<file path="config.mk">
export PLATFORM = sky130hd
export DESIGN_NAME = addsub_reservation_station
export DESIGN_NICKNAME = d
export VERILOG_FILES = /design/src/rtl/addsub_reservation_station.sv
export SDC_FILE = /design/constraint.sdc
export NUM_CORES = 1
export LEC_CHECK = 0
export CORE_ASPECT_RATIO = 1.75
export CORE_UTILIZATION = 45
export DETAILED_ROUTE_END_ITERATION = 12
export GPL_TIMING_DRIVEN = 0
export PLACE_DENSITY = 0.69
export SYNTH_ARGS = -nofsm -noshare
export SYNTH_HDL_FRONTEND = slang
export SYNTH_SLANG_ARGS = --single-unit
</file>
<file path="constraint.sdc">
create_clock -name clk -period 3.7 [get_ports clk]
set_input_delay 0.74 -clock clk [delete_from_list [all_inputs] [get_ports clk]]
set_output_delay 0.74 -clock clk [all_outputs]
set_load 0.03 [all_outputs]
</file>
<file path="src/rtl/addsub_reservation_station.sv">
// Reservation station feeding the add/sub functional unit of a Tomasulo datapath.
// Optional macro OLDEST_FIRST_EN: dispatch the oldest READY entry instead of the lowest index.
module addsub_reservation_station #(
    parameter int DATA_W     = 9,
    parameter int TAG_W      = 3,
    parameter int ENTRIES    = 2,
    parameter int LABEL_BASE = 1
) (
    input  logic              clk,
    input  logic              reset,
    input  logic              Issue,
    input  logic [2:0]        IssueOpCode,
    input  logic [2:0]        IssueX,
    input  logic [DATA_W-1:0] IssueVj,
    input  logic [DATA_W-1:0] IssueVk,
    input  logic [TAG_W-1:0]  IssueQj,
    input  logic [TAG_W-1:0]  IssueQk,
    output logic              Full,
    output logic [TAG_W-1:0]  IssueLabel,
    input  logic              CdbValid,
    input  logic [TAG_W-1:0]  CdbLabel,
    input  logic [DATA_W-1:0] CdbData,
    output logic              RUN,
    output logic [DATA_W-1:0] RegY,
    output logic [DATA_W-1:0] RegZ,
    output logic [2:0]        OpCode,
    output logic [2:0]        XAddSub,
    output logic [TAG_W-1:0]  LabelAddSub,
    input  logic              Done,
    input  logic [TAG_W-1:0]  Label
);

    localparam int IDX_W = (ENTRIES > 1) ? $clog2(ENTRIES) : 1;

    typedef enum logic [1:0] {ST_FREE, ST_WAIT, ST_READY, ST_EXEC} ent_state_e;

    ent_state_e        state_q [ENTRIES];
    ent_state_e        state_d [ENTRIES];
    logic [DATA_W-1:0] vj_q    [ENTRIES];
    logic [DATA_W-1:0] vj_d    [ENTRIES];
    logic [DATA_W-1:0] vk_q    [ENTRIES];
    logic [DATA_W-1:0] vk_d    [ENTRIES];
    logic [TAG_W-1:0]  qj_q    [ENTRIES];
    logic [TAG_W-1:0]  qj_d    [ENTRIES];
    logic [TAG_W-1:0]  qk_q    [ENTRIES];
    logic [TAG_W-1:0]  qk_d    [ENTRIES];
    logic [2:0]        op_q    [ENTRIES];
    logic [2:0]        op_d    [ENTRIES];
    logic [2:0]        x_q     [ENTRIES];
    logic [2:0]        x_d     [ENTRIES];

    logic              run_q, run_d;
    logic [DATA_W-1:0] regy_q, regy_d;
    logic [DATA_W-1:0] regz_q, regz_d;
    logic [2:0]        opout_q, opout_d;
    logic [2:0]        xout_q, xout_d;
    logic [TAG_W-1:0]  labout_q, labout_d;

    logic              any_free;
    logic [IDX_W-1:0]  free_idx;
    logic              issue_acc;
    logic              any_ready;
    logic [IDX_W-1:0]  disp_idx;
    logic              any_exec;
    logic              dispatch;
    logic              done_hit;
    logic [IDX_W-1:0]  done_idx;
    logic              byp_j, byp_k;
    logic [TAG_W-1:0]  new_qj, new_qk;
    logic [DATA_W-1:0] new_vj, new_vk;

    function automatic logic [TAG_W-1:0] own_label(input int idx);
        return TAG_W'(LABEL_BASE + idx);
    endfunction

    // Lowest-index free entry; Full and IssueLabel come from registered state only.
    always_comb begin
        any_free = 1'b0;
        free_idx = '0;
        for (int i = ENTRIES - 1; i >= 0; i--) begin
            if (state_q[i] == ST_FREE) begin
                any_free = 1'b1;
                free_idx = IDX_W'(i);
            end
        end
    end

    assign Full       = ~any_free;
    assign IssueLabel = any_free ? own_label(int'(free_idx)) : own_label(0);
    assign issue_acc  = Issue & any_free;

    always_comb begin
        any_exec = 1'b0;
        done_hit = 1'b0;
        done_idx = '0;
        for (int i = 0; i < ENTRIES; i++) begin
            if (state_q[i] == ST_EXEC) begin
                any_exec = 1'b1;
                if (Done && (Label == own_label(i))) begin
                    done_hit = 1'b1;
                    done_idx = IDX_W'(i);
                end
            end
        end
    end

`ifdef OLDEST_FIRST_EN
    logic [IDX_W-1:0] rank_q [ENTRIES];
    logic [IDX_W-1:0] rank_d [ENTRIES];
    logic [IDX_W-1:0] best_rank;

    always_comb begin
        any_ready = 1'b0;
        disp_idx  = '0;
        best_rank = '0;
        for (int i = 0; i < ENTRIES; i++) begin
            if (state_q[i] == ST_READY && (!any_ready || rank_q[i] > best_rank)) begin
                any_ready = 1'b1;
                disp_idx  = IDX_W'(i);
                best_rank = rank_q[i];
            end
        end
    end

    // Ranks stay compact (0..valid-1): entries older than a freed one close the gap.
    always_comb begin
        for (int i = 0; i < ENTRIES; i++) begin
            rank_d[i] = rank_q[i];
            if (done_hit && (done_idx == IDX_W'(i))) begin
                rank_d[i] = '0;
            end else if (state_q[i] != ST_FREE) begin
                if (done_hit && rank_q[i] > rank_q[done_idx]) begin
                    rank_d[i] = rank_d[i] - 1'b1;
                end
                if (issue_acc) begin
                    rank_d[i] = rank_d[i] + 1'b1;
                end
            end
            if (issue_acc && (free_idx == IDX_W'(i))) begin
                rank_d[i] = '0;
            end
        end
    end

    always_ff @(posedge clk or posedge reset) begin
        if (reset) begin
            for (int i = 0; i < ENTRIES; i++) rank_q[i] <= '0;
        end else begin
            for (int i = 0; i < ENTRIES; i++) rank_q[i] <= rank_d[i];
        end
    end
`else
    always_comb begin
        any_ready = 1'b0;
        disp_idx  = '0;
        for (int i = ENTRIES - 1; i >= 0; i--) begin
            if (state_q[i] == ST_READY) begin
                any_ready = 1'b1;
                disp_idx  = IDX_W'(i);
            end
        end
    end
`endif

    assign dispatch = ~run_q & ~any_exec & any_ready;

    // Issue-cycle bypass: a tag being broadcast right now is resolved on entry.
    always_comb begin
        byp_j  = CdbValid && (IssueQj != '0) && (IssueQj == CdbLabel);
        byp_k  = CdbValid && (IssueQk != '0) && (IssueQk == CdbLabel);
        new_qj = byp_j ? '0 : IssueQj;
        new_qk = byp_k ? '0 : IssueQk;
        new_vj = byp_j ? CdbData : IssueVj;
        new_vk = byp_k ? CdbData : IssueVk;
    end

    always_comb begin
        for (int i = 0; i < ENTRIES; i++) begin
            state_d[i] = state_q[i];
            vj_d[i]    = vj_q[i];
            vk_d[i]    = vk_q[i];
            qj_d[i]    = qj_q[i];
            qk_d[i]    = qk_q[i];
            op_d[i]    = op_q[i];
            x_d[i]     = x_q[i];
            case (state_q[i])
                ST_FREE: begin
                    if (issue_acc && (free_idx == IDX_W'(i))) begin
                        vj_d[i]    = new_vj;
                        vk_d[i]    = new_vk;
                        qj_d[i]    = new_qj;
                        qk_d[i]    = new_qk;
                        op_d[i]    = IssueOpCode;
                        x_d[i]     = IssueX;
                        state_d[i] = ((new_qj == '0) && (new_qk == '0)) ? ST_READY : ST_WAIT;
                    end
                end
                ST_WAIT: begin
                    if (CdbValid && (qj_q[i] != '0) && (qj_q[i] == CdbLabel)) begin
                        vj_d[i] = CdbData;
                        qj_d[i] = '0;
                    end
                    if (CdbValid && (qk_q[i] != '0) && (qk_q[i] == CdbLabel)) begin
                        vk_d[i] = CdbData;
                        qk_d[i] = '0;
                    end
                    if ((qj_d[i] == '0) && (qk_d[i] == '0)) begin
                        state_d[i] = ST_READY;
                    end
                end
                ST_READY: begin
                    if (dispatch && (disp_idx == IDX_W'(i))) begin
                        state_d[i] = ST_EXEC;
                    end
                end
                ST_EXEC: begin
                    if (done_hit && (done_idx == IDX_W'(i))) begin
                        state_d[i] = ST_FREE;
                    end
                end
                default: state_d[i] = ST_FREE;
            endcase
        end
    end

    // Unit-side registers change only on dispatch or on the matching Done.
    always_comb begin
        run_d    = run_q;
        regy_d   = regy_q;
        regz_d   = regz_q;
        opout_d  = opout_q;
        xout_d   = xout_q;
        labout_d = labout_q;
        if (done_hit) begin
            run_d = 1'b0;
        end else if (dispatch) begin
            run_d    = 1'b1;
            regy_d   = vj_q[disp_idx];
            regz_d   = vk_q[disp_idx];
            opout_d  = op_q[disp_idx];
            xout_d   = x_q[disp_idx];
            labout_d = own_label(int'(disp_idx));
        end
    end

    always_ff @(posedge clk or posedge reset) begin
        if (reset) begin
            for (int i = 0; i < ENTRIES; i++) begin
                state_q[i] <= ST_FREE;
                vj_q[i]    <= '0;
                vk_q[i]    <= '0;
                qj_q[i]    <= '0;
                qk_q[i]    <= '0;
                op_q[i]    <= '0;
                x_q[i]     <= '0;
            end
            run_q    <= 1'b0;
            regy_q   <= '0;
            regz_q   <= '0;
            opout_q  <= '0;
            xout_q   <= '0;
            labout_q <= '0;
        end else begin
            for (int i = 0; i < ENTRIES; i++) begin
                state_q[i] <= state_d[i];
                vj_q[i]    <= vj_d[i];
                vk_q[i]    <= vk_d[i];
                qj_q[i]    <= qj_d[i];
                qk_q[i]    <= qk_d[i];
                op_q[i]    <= op_d[i];
                x_q[i]     <= x_d[i];
            end
            run_q    <= run_d;
            regy_q   <= regy_d;
            regz_q   <= regz_d;
            opout_q  <= opout_d;
            xout_q   <= xout_d;
            labout_q <= labout_d;
        end
    end

    assign RUN         = run_q;
    assign RegY        = regy_q;
    assign RegZ        = regz_q;
    assign OpCode      = opout_q;
    assign XAddSub     = xout_q;
    assign LabelAddSub = labout_q;

endmodule

</file>
==> impl_metrics.py <==
metrics = {
    "logic_synthesis": {
        "yosysTopAreaCell": "dfrtp_1",
        "synthTopCellsByArea": "dfrtp_1, mux2_2, mux2i_1",
        "synth_top_area_share_pct": 47.30,
        "avgSynthCellArea_um2": 10.99,
        "ys.flop_type": "dfrtp_1",
        "yosysUniqueCellTypes": 48,
        "yosys_warnings": 0,
        "netlist_area_um2": 4815,
        "synth-seq-cells": 91,
        "netlist_instances": 438,
        "synth_edf_count": 0,
        "ys_seq_area_share_pct": 47.30,
        "async_flop_share_pct": 100.0,
    },
    "critical_path": {
        "crit_arrival_ns": 3.01,
        "start_kind": "input pin",
        "worstSetupEndpointType": "flop",
        "cp_data_required_time_ns": 3.93,
        "cp_max_fo": 10,
        "path_class": "input pin to flop",
    },
    "power": {
        "p_comb_share_pct": 51.0,
        "irDropWorstVdd_v": 0.0004969,
        "power_mw": 5.461,
        "p_sw_share_pct": 39.39,
        "cell_internal_pwr_mw": 3.310,
        "power.switching_mw": 2.151,
        "p_leak_nw": 2.552,
        "clkPwrFrac_pct": 16.3,
        "seq_power_share_pct": 32.7,
        "power_density_nw_per_um2": 898.6,
    },
    "floorplan": {
        "fp-row-count": 49,
        "die_w_um": 80.19,
        "coreArea_um2": 10360,
        "start_util_pct": 46.47,
        "pin_count": 82,
        "dieArea_um2": 11130,
        "fp.dieH_um": 138.8,
    },
    "sta": {
        "fin_crit_sh_pct": 75.20,
        "fmax_ghz": 0.3594,
        "finalSetupViolCount": 0,
        "finalCriticalPeriod_ns": 2.782,
        "slew_viol_final": 0,
        "worst_pin_slew_ns": 0.6678,
        "finalSetupTns_ns": 0,
        "rsz0062_at_grt": "no",
        "slew_headroom_pct": 55.48,
        "finalHoldViolCount": 0,
        "skew_ns": 0.005331,
    },
    "placement": {
        "place_hpwl_mm": 8.656,
        "place_congestion": 0.8520,
        "io_buffers": 78,
    },
    "routing": {
        "wl_per_cell_um": 17.83,
        "vias": 3643,
        "first_pass_iters": 4,
        "antenna_left": 0,
        "wl_mm": 11.79,
        "drt_iter0_drc": 160,
        "drt-vias-per-instance": 5.511,
        "route.detailed.drc": 0,
    },
    "global_routing": {
        "grt_max_degree": 74,
        "grt_usage_pct": 22.91,
        "grt_overflow_total": 0,
        "grt_pass1_vias": 3817,
        "grt_pass1_wl_mm": 19.04,
        "antenna_found_initial": 0,
    },
    "clocking": {
        "ctsLongestPathBuffers": 2,
        "postCtsSetupBuffers": 0,
        "clock-root-buffer": "clkbuf_16",
        "cts-hold-fix-buffers": 0,
        "cts_resized": 0,
        "clk_latency_ns": 0.34,
        "clock-sinks": 91,
        "cts_inserted_buffers": 9,
        "clk_pin_slew_worst_paths_ns": 0.06,
        "cts_tree": "built",
        "cts_max_level": 3,
    },
    "layout": {
        "antennaDiodeCount": 0,
        "area_delta_synth_final_pct": 26.22,
        "fin_nets": 588,
        "layout.cells.most_common": "dfrtp_1",
        "drive_gt1_share_pct": 20.22,
        "mostFrequentLayoutCells": "dfrtp_1, clkdlybuf4s50_1, mux2_2",
    },
    "worst_hold_path": {
        "hold_path_class": "flop to flop",
    },
    "status": {
        "status": "complete, no violations",
    },
    "flow_run": {
        "cap_violations": 0,
    },
}
[cell type report]
class / instances / area (um^2)
buffer: 22 / 123.9
clock buffer: 12 / 256.5
clock inverter: 4 / 32.53
fill: 863 / 4284
inverter: 20 / 77.57
multi-input combinational: 306 / 2342
sequential: 91 / 2277
tap: 127 / 158.9
timing repair buffer: 79 / 808.3
[path summary, 6_finish.rpt]
path | slack (ns) | cells past startpoint | from | endpoint
worst max-delay path | 0.92 | 7 | CdbLabel[0] | vj_q[16]$_DFFE_PP0P_
worst min-delay path | 0.49 | 2 | XAddSub[1]$_DFFE_PP0P_ | XAddSub[1]$_DFFE_PP0P_
worst max register to register | 1.18 | 7 | state_q[0]$_DFFE_PP0P_ | RegZ[1]$_DFFE_PP0P_
worst min register to register | 0.49 | 2 | XAddSub[1]$_DFFE_PP0P_ | XAddSub[1]$_DFFE_PP0P_
max in group asynchronous | 2.37 | 3 | reset | qk_q[4]$_DFFE_PP0P_
min in group asynchronous | 0.69 | 2 | reset | RegZ[2]$_DFFE_PP0P_
[metal layers]
| metal | vias to the layer above | global-route usage [%] | routed length, um |
|---|---|---|---|
| met3 | 22 | 3.947 | 413 |
| li1 | 1724 | - | - |
| met4 | 0 | 9.962 | 372 |
| met5 | - | 0 | 0 |
| met2 | 88 | 41.03 | 6451 |
| met1 | 1809 | 26.00 | 4548 |
[worst max-delay path, cell delays in order]
cell             delay, ns
clkdlybuf4s50_1       0.53
buf_4                 0.22
xnor2_1               0.16
nand3_2               0.16
o21ai_2               0.53
mux2_2                0.40
mux2_2                0.26
[kinds of logic after synthesis]
group / after synthesis / share of synthesized area, %
buf+inv: 42 / 4.132
other cells: 1 / 0.07789
simple gates: 90 / 9.070
xor+xnor: 14 / 2.547
fa+ha+maj: 9 / 2.339
compound gates: 88 / 11.44
flops: 91 / 47.30
mux: 103 / 23.10
[power groups by stage]
stage	clock (mW)	sequential (mW)	combinational, mW
2_1_floorplan	0	1.99	1.73
3_3_place_gp	0	1.77	2.72
3_5_place_dp	0	1.80	2.79
4_1_cts	0.901	1.79	2.80
5_1_grt	0.940	1.84	3.03
6_report	0.888	1.79	2.78
[per-stage QoR]
stage	worst slack [ns]	instance area [um^2]	hold WS (ns)	instances	utilization (%)
2_1_floorplan	0.5964	4818	0.4787	439	-
3_3_place_gp	-0.7682	5758	0.4601	644	55.57
3_5_place_dp	0.5484	5788	0.4748	645	55.86
4_1_cts	0.9061	6077	0.4897	661	58.65
5_1_grt	0.7569	6077	0.5128	661	58.65
6_report	0.9175	6077	0.4854	661	58.65
[cells in the mapped netlist (3+ instances only)]
| cell type | number |
|---|---|
| nor2_1 | 16 |
| nand3_1 | 10 |
| a21oi_1 | 16 |
| and2_1 | 3 |
| a41oi_1 | 3 |
| buf_4 | 4 |
| xnor2_1 | 14 |
| ha_1 | 9 |
| nand2_1 | 35 |
| dfrtp_1 | 91 |
| mux2_2 | 65 |
| buf_2 | 9 |
| o21ai_0 | 40 |
| mux2i_1 | 38 |
| nand2b_1 | 7 |
| nor2b_1 | 6 |
| inv_1 | 20 |
| clkbuf_1 | 7 |
| a31oi_1 | 5 |
[sequential cells by signal, summed over array words and instances (netlist names)]
name	cells
RegZ	9
state_q	4
qj_q	6
RUN	1
vj_q	18
XAddSub	3
OpCode	3
vk_q	18
LabelAddSub	2
x_q	6
qk_q	6
RegY	9
op_q	6
Note: power is estimated with default switching activity, not from simulation.
